## config.mk

```make
export PLATFORM = sky130hd
export DESIGN_NAME = cpu_mul_div
export DESIGN_NICKNAME = d
export VERILOG_FILES = /design/src/rtl/cpu_pkg.sv /design/src/rtl/cpu_mul_div_step.sv /design/src/rtl/cpu_mul_div.sv
export SDC_FILE = /design/constraint.sdc
export NUM_CORES = 1
export LEC_CHECK = 0
export ABC_AREA = 1
export CAP_MARGIN = 20
export CORE_MARGIN = 10
export CORE_UTILIZATION = 25
export CTS_BUF_LIST = sky130_fd_sc_hd__clkbuf_4 sky130_fd_sc_hd__clkbuf_8
export DETAILED_ROUTE_END_ITERATION = 7
export PLACE_DENSITY = 0.49
export SLEW_MARGIN = 40
export SYNTH_ARGS = -nofsm -noshare
export SYNTH_HDL_FRONTEND = slang
export SYNTH_SLANG_ARGS = --single-unit
```

## constraint.sdc

```tcl
create_clock -name clk -period 5 [get_ports clk]
set_input_delay 0.75 -clock clk [delete_from_list [all_inputs] [get_ports clk]]
set_output_delay 0.75 -clock clk [all_outputs]
set_load 0.01 [all_outputs]
```

## src/rtl/cpu_pkg.sv

```systemverilog
// cpu_pkg: shared operation codes and state encoding for the execute-stage units
package cpu_pkg;
  localparam int ALUOpeLen = 4;
  localparam logic [2:0] MD_MUL    = 3'b000;
  localparam logic [2:0] MD_MULH   = 3'b001;
  localparam logic [2:0] MD_MULHSU = 3'b010;
  localparam logic [2:0] MD_MULHU  = 3'b011;
  localparam logic [2:0] MD_DIV    = 3'b100;
  localparam logic [2:0] MD_DIVU   = 3'b101;
  localparam logic [2:0] MD_REM    = 3'b110;
  localparam logic [2:0] MD_REMU   = 3'b111;
  typedef enum logic [1:0] {MD_IDLE, MD_BUSY, MD_DONE} md_state_e;
endpackage

```

## src/rtl/cpu_mul_div_step.sv

```systemverilog
// cpu_mul_div_step: one radix-2 shift-add multiply or restoring divide iteration
module cpu_mul_div_step #(
  parameter int XLEN = 32
) (
  input  logic            div_i,
  input  logic [XLEN-1:0] hi_i,
  input  logic [XLEN-1:0] lo_i,
  input  logic [XLEN-1:0] m_i,
  output logic [XLEN-1:0] hi_o,
  output logic [XLEN-1:0] lo_o
);
  logic [XLEN:0] sum, sh, diff;
  assign sum  = {1'b0, hi_i} + (lo_i[0] ? {1'b0, m_i} : '0);
  assign sh   = {hi_i, lo_i[XLEN-1]};
  assign diff = sh - {1'b0, m_i};
  assign hi_o = div_i ? (diff[XLEN] ? sh[XLEN-1:0] : diff[XLEN-1:0]) : sum[XLEN:1];
  assign lo_o = div_i ? {lo_i[XLEN-2:0], ~diff[XLEN]} : {sum[0], lo_i[XLEN-1:1]};
endmodule

```

## src/rtl/cpu_mul_div.sv

```systemverilog
// cpu_mul_div: iterative RV32M multiply/divide unit with valid/ready handshake and kill
module cpu_mul_div
  import cpu_pkg::*;
#(
  parameter int XLEN = 32
) (
  input  logic            clk,
  input  logic            rst,
  input  logic            kill,
  input  logic            inValid,
  output logic            inReady,
  input  logic [2:0]      MDOpe,
  input  logic [XLEN-1:0] MDIn1,
  input  logic [XLEN-1:0] MDIn2,
  output logic            outValid,
  input  logic            outReady,
  output logic [XLEN-1:0] MDOut,
  output logic            divZeroFlag,
  output logic            overflowFlag
);
  localparam int CW = $clog2(XLEN) + 1;
  localparam logic [XLEN-1:0] MIN = {1'b1, {(XLEN-1){1'b0}}};
  md_state_e         state_q;
  logic [2:0]        op_q;
  logic [XLEN-1:0]   m_q, hi_q, lo_q;
  logic [CW-1:0]     cnt_q;
  logic              neg_a_q, neg_ab_q;
  logic              s1, s2, na, nb, dz, ov;
  logic [XLEN-1:0]   mag1, mag2, spec_res, hi_d, lo_d, q_res, r_res, m_res, res_d;
  logic [2*XLEN-1:0] prod;
  assign s1       = (MDOpe == MD_MULH) | (MDOpe == MD_MULHSU) | (MDOpe == MD_DIV) | (MDOpe == MD_REM);
  assign s2       = (MDOpe == MD_MULH) | (MDOpe == MD_DIV) | (MDOpe == MD_REM);
  assign na       = s1 & MDIn1[XLEN-1];
  assign nb       = s2 & MDIn2[XLEN-1];
  assign mag1     = na ? -MDIn1 : MDIn1;
  assign mag2     = nb ? -MDIn2 : MDIn2;
  assign dz       = MDOpe[2] & (MDIn2 == '0);
  assign ov       = MDOpe[2] & ~MDOpe[0] & (MDIn1 == MIN) & (MDIn2 == '1);
  assign spec_res = dz ? (MDOpe[1] ? MDIn1 : '1) : (MDOpe[1] ? '0 : MIN);
  cpu_mul_div_step #(.XLEN(XLEN)) u_step (
    .div_i(op_q[2]),
    .hi_i (hi_q),
    .lo_i (lo_q),
    .m_i  (m_q),
    .hi_o (hi_d),
    .lo_o (lo_d)
  );
  assign prod    = neg_ab_q ? -{hi_d, lo_d} : {hi_d, lo_d};
  assign m_res   = (op_q == MD_MUL) ? prod[XLEN-1:0] : prod[2*XLEN-1:XLEN];
  assign q_res   = neg_ab_q ? -lo_d : lo_d;
  assign r_res   = neg_a_q ? -hi_d : hi_d;
  assign res_d   = op_q[2] ? (op_q[1] ? r_res : q_res) : m_res;
  assign inReady = (state_q == MD_IDLE);
  // Handshake FSM, iteration counter and registered result/flags
  always_ff @(posedge clk) begin
    if (rst) begin
      state_q      <= MD_IDLE;
      op_q         <= '0;
      m_q          <= '0;
      hi_q         <= '0;
      lo_q         <= '0;
      cnt_q        <= '0;
      neg_a_q      <= 1'b0;
      neg_ab_q     <= 1'b0;
      outValid     <= 1'b0;
      MDOut        <= '0;
      divZeroFlag  <= 1'b0;
      overflowFlag <= 1'b0;
    end else if (kill) begin
      state_q  <= MD_IDLE;
      outValid <= 1'b0;
    end else begin
      case (state_q)
        MD_IDLE: if (inValid) begin
          op_q     <= MDOpe;
          m_q      <= MDOpe[2] ? mag2 : mag1;
          hi_q     <= '0;
          lo_q     <= MDOpe[2] ? mag1 : mag2;
          cnt_q    <= '0;
          neg_a_q  <= na;
          neg_ab_q <= na ^ nb;
          if (dz | ov) begin
            MDOut        <= spec_res;
            divZeroFlag  <= dz;
            overflowFlag <= ov;
            outValid     <= 1'b1;
            state_q      <= MD_DONE;
          end else begin
            state_q <= MD_BUSY;
          end
        end
        MD_BUSY: begin
          hi_q  <= hi_d;
          lo_q  <= lo_d;
          cnt_q <= cnt_q + CW'(1);
          if (cnt_q == CW'(XLEN - 1)) begin
            MDOut        <= res_d;
            divZeroFlag  <= 1'b0;
            overflowFlag <= 1'b0;
            outValid     <= 1'b1;
            state_q      <= MD_DONE;
          end
        end
        MD_DONE: if (outReady) begin
          outValid <= 1'b0;
          state_q  <= MD_IDLE;
        end
        default: state_q <= MD_IDLE;
      endcase
    end
  end
endmodule

```

# Yosys cells after proc, flatten, opt, wreduce, memory -nomap -nowiden
# Index checks and enable logic that the tools add are counted.
# totals
latchBits	0
n_memories	0
output_inout_bits	36
mem_bits_ro	0
reg_bits	144
ramBits	0
word_cells	104
# op_classes
n_shift	0
n_bitwise	16
eq_ne	13
n_reduce_logical	11
addsub	8
n_mux	44
n_div	0
n_lt_le_gt_ge	0
mul	0
# op_table
operator	count
two-way mux 32 bit	21
case mux 32 bit (2 select lines)	3
negation 32 bit	4
== test 32 bit (second input constant)	2
two-way mux 64 bit	1
negation 64 bit	1
adder 32 x 33 -> 33 bit	1
subtractor 33 x 32 -> 33 bit	1
zero test 32 bit	1
case mux 6 bit (2 select lines)	1
AND reduction 5 bit	2
two-way mux 1 bit	9
AND reduction 3 bit	3
two-way mux 2 bit	4
adder 6 x 1 -> 6 bit (second input constant)	1
bitwise AND 1 bit	6
== test 3 bit (second input constant)	2
== test 6 x 5 -> 1 bit (second input constant)	1
two-way mux 6 bit	1
!= test 2 bit (second input constant)	3
OR 1 bit	6
case mux 2 bit (3 select lines)	1
case mux 1 bit (2 select lines)	2
== test 3 x 1 -> 1 bit (second input constant)	1
12 further kinds	14

# Depth between registers and ports, before layout
# logic_depth
word_depth	9
mapped_depth	36

# Cells and area by module
# From an unflattened synthesis, not the netlist that was laid out.
# unflattened
cells_unflattened	3439
hier_area_um2	18610.3
# modules_own_cells
module	area_per_inst_um2	instances	seq_area_each_um2	cells_each
cpu_mul_div	12349.3	1	2882.8	2141
cpu_mul_div_step	6261.0	1	0.0	1298

# Least setup slack after synthesis
# OpenSTA, ideal clock, no wires.
# synth_path
path_kind	flip-flop to flip-flop
startpoint	register lo_q[31]
endpoint	register MDOut[10]
synth_period_minus_slack_ns	4.065
path_slack_ns	0.935
n_path_buf	0
stages_incl_launch_ff	34
t_required_ns	4.881
setup_ns	0.119
arrival_time_ns	3.946
cell_sequence	dfxtp_1 > inv_1 > ha_1 > fa_1 > inv_1 > nand2_1 > nand2_1 > nand3_1 > nand2_2 > nand2_1 > nand2_2 > nand2_4 > nand3_4 > nand2_4 > nand2_2 > nand2_1 > inv_1 > ha_1 > nand3_1 > nor2_2 > nand4_1 > nor2_2 > nand4_1 > nor2_1 > nand3_1 > nor2_1 > nand3_1 > o21ai_2 > xor2_1 > nand2_1 > nand2_1 > nand2_1 > nand2_1 > a21oi_1
# synth_via
elab_chain_len	9
elab_cells_between_ends	16
cone_classes	4 x add/sub; 11 x mux; 1 x bitwise
# synth_rtl
item	line	text
start: declaration	cpu_mul_div.sv:25	logic [XLEN-1:0] m_q, hi_q, lo_q;
start signal: assignment	cpu_mul_div.sv:78	lo_q <= MDOpe[2] ? mag1 : mag2;
start signal: assignment	cpu_mul_div.sv:94	lo_q <= lo_d;
subtractor 33 x 32 -> 33 bit	cpu_mul_div_step.sv:15	assign diff = sh - {1'b0, m_i};
two-way mux 32 bit / NOT 1 bit (equally long branches)	cpu_mul_div_step.sv:16, cpu_mul_div_step.sv:17	
two-way mux 32 bit, on equally long branches	cpu_mul_div_step.sv:16, cpu_mul_div_step.sv:17	
negation 64 bit (tied with other cells)	cpu_mul_div.sv:48	assign prod = neg_ab_q ? -{hi_d, lo_d} : {hi_d, lo_d};
two-way mux 64 bit (tied with other cells)	cpu_mul_div.sv:48	
two-way mux 32 bit, on equally long branches	cpu_mul_div.sv:49, cpu_mul_div.sv:52	
two-way mux 32 bit *	cpu_mul_div.sv:52	assign res_d = op_q[2] ? (op_q[1] ? r_res : q_res) : m_res;
two-way mux 32 bit *	cpu_mul_div.sv:96	if (cnt_q == CW'(XLEN - 1)) begin
case mux 32 bit (2 select lines) *	cpu_mul_div.sv:73	case (state_q)
end signal: assignment	cpu_mul_div.sv:83	MDOut <= spec_res;
end signal: assignment	cpu_mul_div.sv:97	MDOut <= res_d;
end: declaration	cpu_mul_div.sv:17	output logic [XLEN-1:0] MDOut,
# Every way passes the cells marked *; elsewhere a longest branch is shown, timed or not. The select of a mux whose other input is x is not followed.
# A chain may end at the register's enable or synchronous reset.

# Worst setup path after layout
# layout_path
startpoint	register lo_q[31]
endpoint	register MDOut[20]
# The elaborated chain is that of the path after synthesis.

==> results.toml <==
[synthesis]
synth.distinct_cells = 57
yosysWarnings = 0
synth_nets = 3423
synthesis.area_um2 = 18000
synth_edf_count = 0
avgSynthCellArea_um2 = 5.48
ys_ff_latch = 144
synth_seq_area_share_pct = 16.0
synthArstFlopShare_pct = 0
synthesis.instances = 3279
synth-main-ff-cell = "dfxtp_1"

[setup_path]
cpMostUsedCell = "nand2_1"
cp-startpoint = "lo_q[31]"
ff2ff_setup_slack_ps = 340
worstReg2RegEnd = "MDOut[20]"
worstSetupPathType = "register to register"
critPathCaptureType = "register"
crit_fanout = 32
cp_slowest_cell = "fa_1"
critical-path-max-stage-delay_ps = 430
crit_end = "MDOut[20]"
reg2regPathDepth = 33
rr_startpoint = "lo_q[31]"
critical_path_arrival_ps = 5120
crit_path_start_kind = "register"
worstPathRequired_ps = 5460

[power_and_ir_drop]
power_density_nw_per_um2 = 208
ir_drop_mv = 0.159
leakagePower_nw = 10.1

[floorplan]
dieArea_um2 = 83000
fp.dieH_um = 288
rows = 98
start_util_pct = 25.2
core_region_area_um2 = 71400
fp.dieW_um = 288
ios = 108

[timing]
maxSlewHeadroom_pct = 36.8
fin_ws_ps = 340
post-route-min-period_ps = 4660
worst_pin_slew_ps = 937
holdWs_ps = 472
setup_viol = 0
final_hold_viol_count = 0
drv_slew = 0
fmax_mhz = 215
finalCritPeriodShare_pct = 93.2
finalSetupTns_ps = 0
skew_ps = 29.8

[placed_design]
hpwl_um = 74600
pre_cts_slack_ps = 280
gp_congestion = 0.966
io_buffers = 107

[clock_network]
clock-sinks = 144
ctsHoldBuffers = 0
path_clk_slew_ps = 100
clock-root-buffer = "clkbuf_8"
cts_buffer_depth = 2
cts_buffers = 17
tritoncts = "yes"
clock_latency_ps = 580
htreeDepth = 4

[grt]
grt_max_degree = 83
grtUsageTotal_pct = 21.7
overflow = 0
grt_pass1_vias = 20556
grt_pass1_wl_um = 136000
antenna_found_initial = 0

[detailed_routing]
drc = 0
routedWlPerCell_um = 21.3
m1WireLength_um = 39500
totalWireLength_um = 92100
via_per_inst = 5.08
drt_iter0_drc = 2454
met3WireLength_um = 7560
first_pass_iters = 6
met2_wirelength_um = 40800
vias = 21940
top_layer = "met4"
drtAntennaViolNets = 0

[run_status]
outcome = "finished clean"

[cells_and_area]
nets = 3503
final_common_cell = "nand2_1"
drive_above_1_share_pct = 7.21
area_delta_synth_final_pct = 15.5
most-common-layout-cells = "nand2_1 (1017), inv_1 (434), nor2_1 (294)"
diodes = 0

[min_path]
min_path_type = "register to register"

[flow_run]
maxCapViolations = 0
[cell families after synthesis]
kind of cell               after synthesis  share of synthesized area, %
AOI/OAI and AO/OA                      595                          18.5
xor gates and xnor gates               111                          5.41
adders and majority gates               72                          5.09
buffers and inverters                  580                          12.5
DFF                                    144                          16.0
and+or+nand+nor                       1777                          42.4
[through the flow]
stage | cells | instance area, um^2 | utilization, % | power (mW)
global route | 4322 | 20800 | 29.1 | 4.56
finish | 4322 | 20800 | 29.1 | 4.32
CTS | 4321 | 20700 | 29.0 | 4.28
floorplan | 3279 | 18000 | - | 2.51
global placement | 4289 | 20300 | 28.4 | 3.23
detailed placement | 4289 | 20300 | 28.5 | 3.22
[critical path, delay by kind of cell (launching register included)]
kind | cells | cell delay [ps]
and+or+nand+nor | 24 | 2490
adders and majority gates | 3 | 880
DFF | 1 | 350
buffers and inverters | 5 | 730
AOI/OAI and AO/OA | 1 | 70
[synthesized netlist by cell type (all sizes together) (3+ instances only)]
cell type	n	area, um^2
and2	3	18.8
dfxtp	144	2880
inv	450	1690
o211ai	33	248
o31ai	8	60.1
clkbuf	92	345
nand4	34	213
xnor2	27	236
o21bai	7	52.6
nand3	264	1390
or2	16	100
clkinv	6	22.5
o21ai	216	1090
nor3	40	210
xor2	84	736
buf	32	195
ha	70	876
a22oi	9	67.6
o221ai	14	123
nor2	324	1310
a21o	7	52.6
a211oi	3	22.5
nor4	14	87.6
o22ai	13	81.3
o21a	8	61.3
a31oi	11	68.8
a221oi	7	61.3
a21oi	253	1290
nand2	1061	4130
nand3b	16	120
[metal layers]
layer,vias up,track usage (%)
met4,0,9.66
met2,918,34.7
met5,-,0
met1,10140,28.4
met3,152,3.61
li1,10730,-
[repair_timing]
item | in CTS | in global routing
resized for setup | 0 | 9
buffers inserted | 0 | 1
endpoints found under the setup margin | 0 | 13
[worst min-delay path by stage]
stage          slack (ps)  startpoint  cells after the start       end
6_report              470    lo_q[18]                      2  lo_q[18]
5_1_grt               500    lo_q[18]                      2  lo_q[18]
4_1_cts               470    lo_q[18]                      2  lo_q[18]
3_5_place_dp          460    lo_q[18]                      2  lo_q[18]
3_3_place_gp          450    lo_q[19]                      2  lo_q[19]
2_1_floorplan         450    lo_q[15]                      2  lo_q[15]
[state kept, by name, summed over array words and instances, names as in the netlist]
register	count
lo_q	32
neg_a_q	1
overflowFlag	1
neg_ab_q	1
hi_q	32
MDOut	32
m_q	32
cnt_q	6
divZeroFlag	1
state_q	2
op_q	3
outValid	1
[power by group]
| group | internal (mW) | switching (mW) | leakage (nW) |
|---|---|---|---|
| clock | 0.421 | 0.642 | 0.209 |
| combinational | 0.590 | 1.42 | 8.68 |
| sequential | 1.20 | 0.0500 | 1.17 |
| total | 2.21 | 2.11 | 10.1 |
[cell type report]
| type | count | area (um^2) |
|---|---|---|
| fillers | 8371 | 50600 |
| multi-input cells | 2555 | 12900 |
| flip-flops and latches | 144 | 2890 |
| inverters | 456 | 1710 |
| repair buffers | 185 | 1670 |
| well taps | 950 | 1190 |
| clock buffers | 17 | 234 |
| clock inverters | 15 | 174 |
No activity file was read; power rests on OpenSTA's default activity.
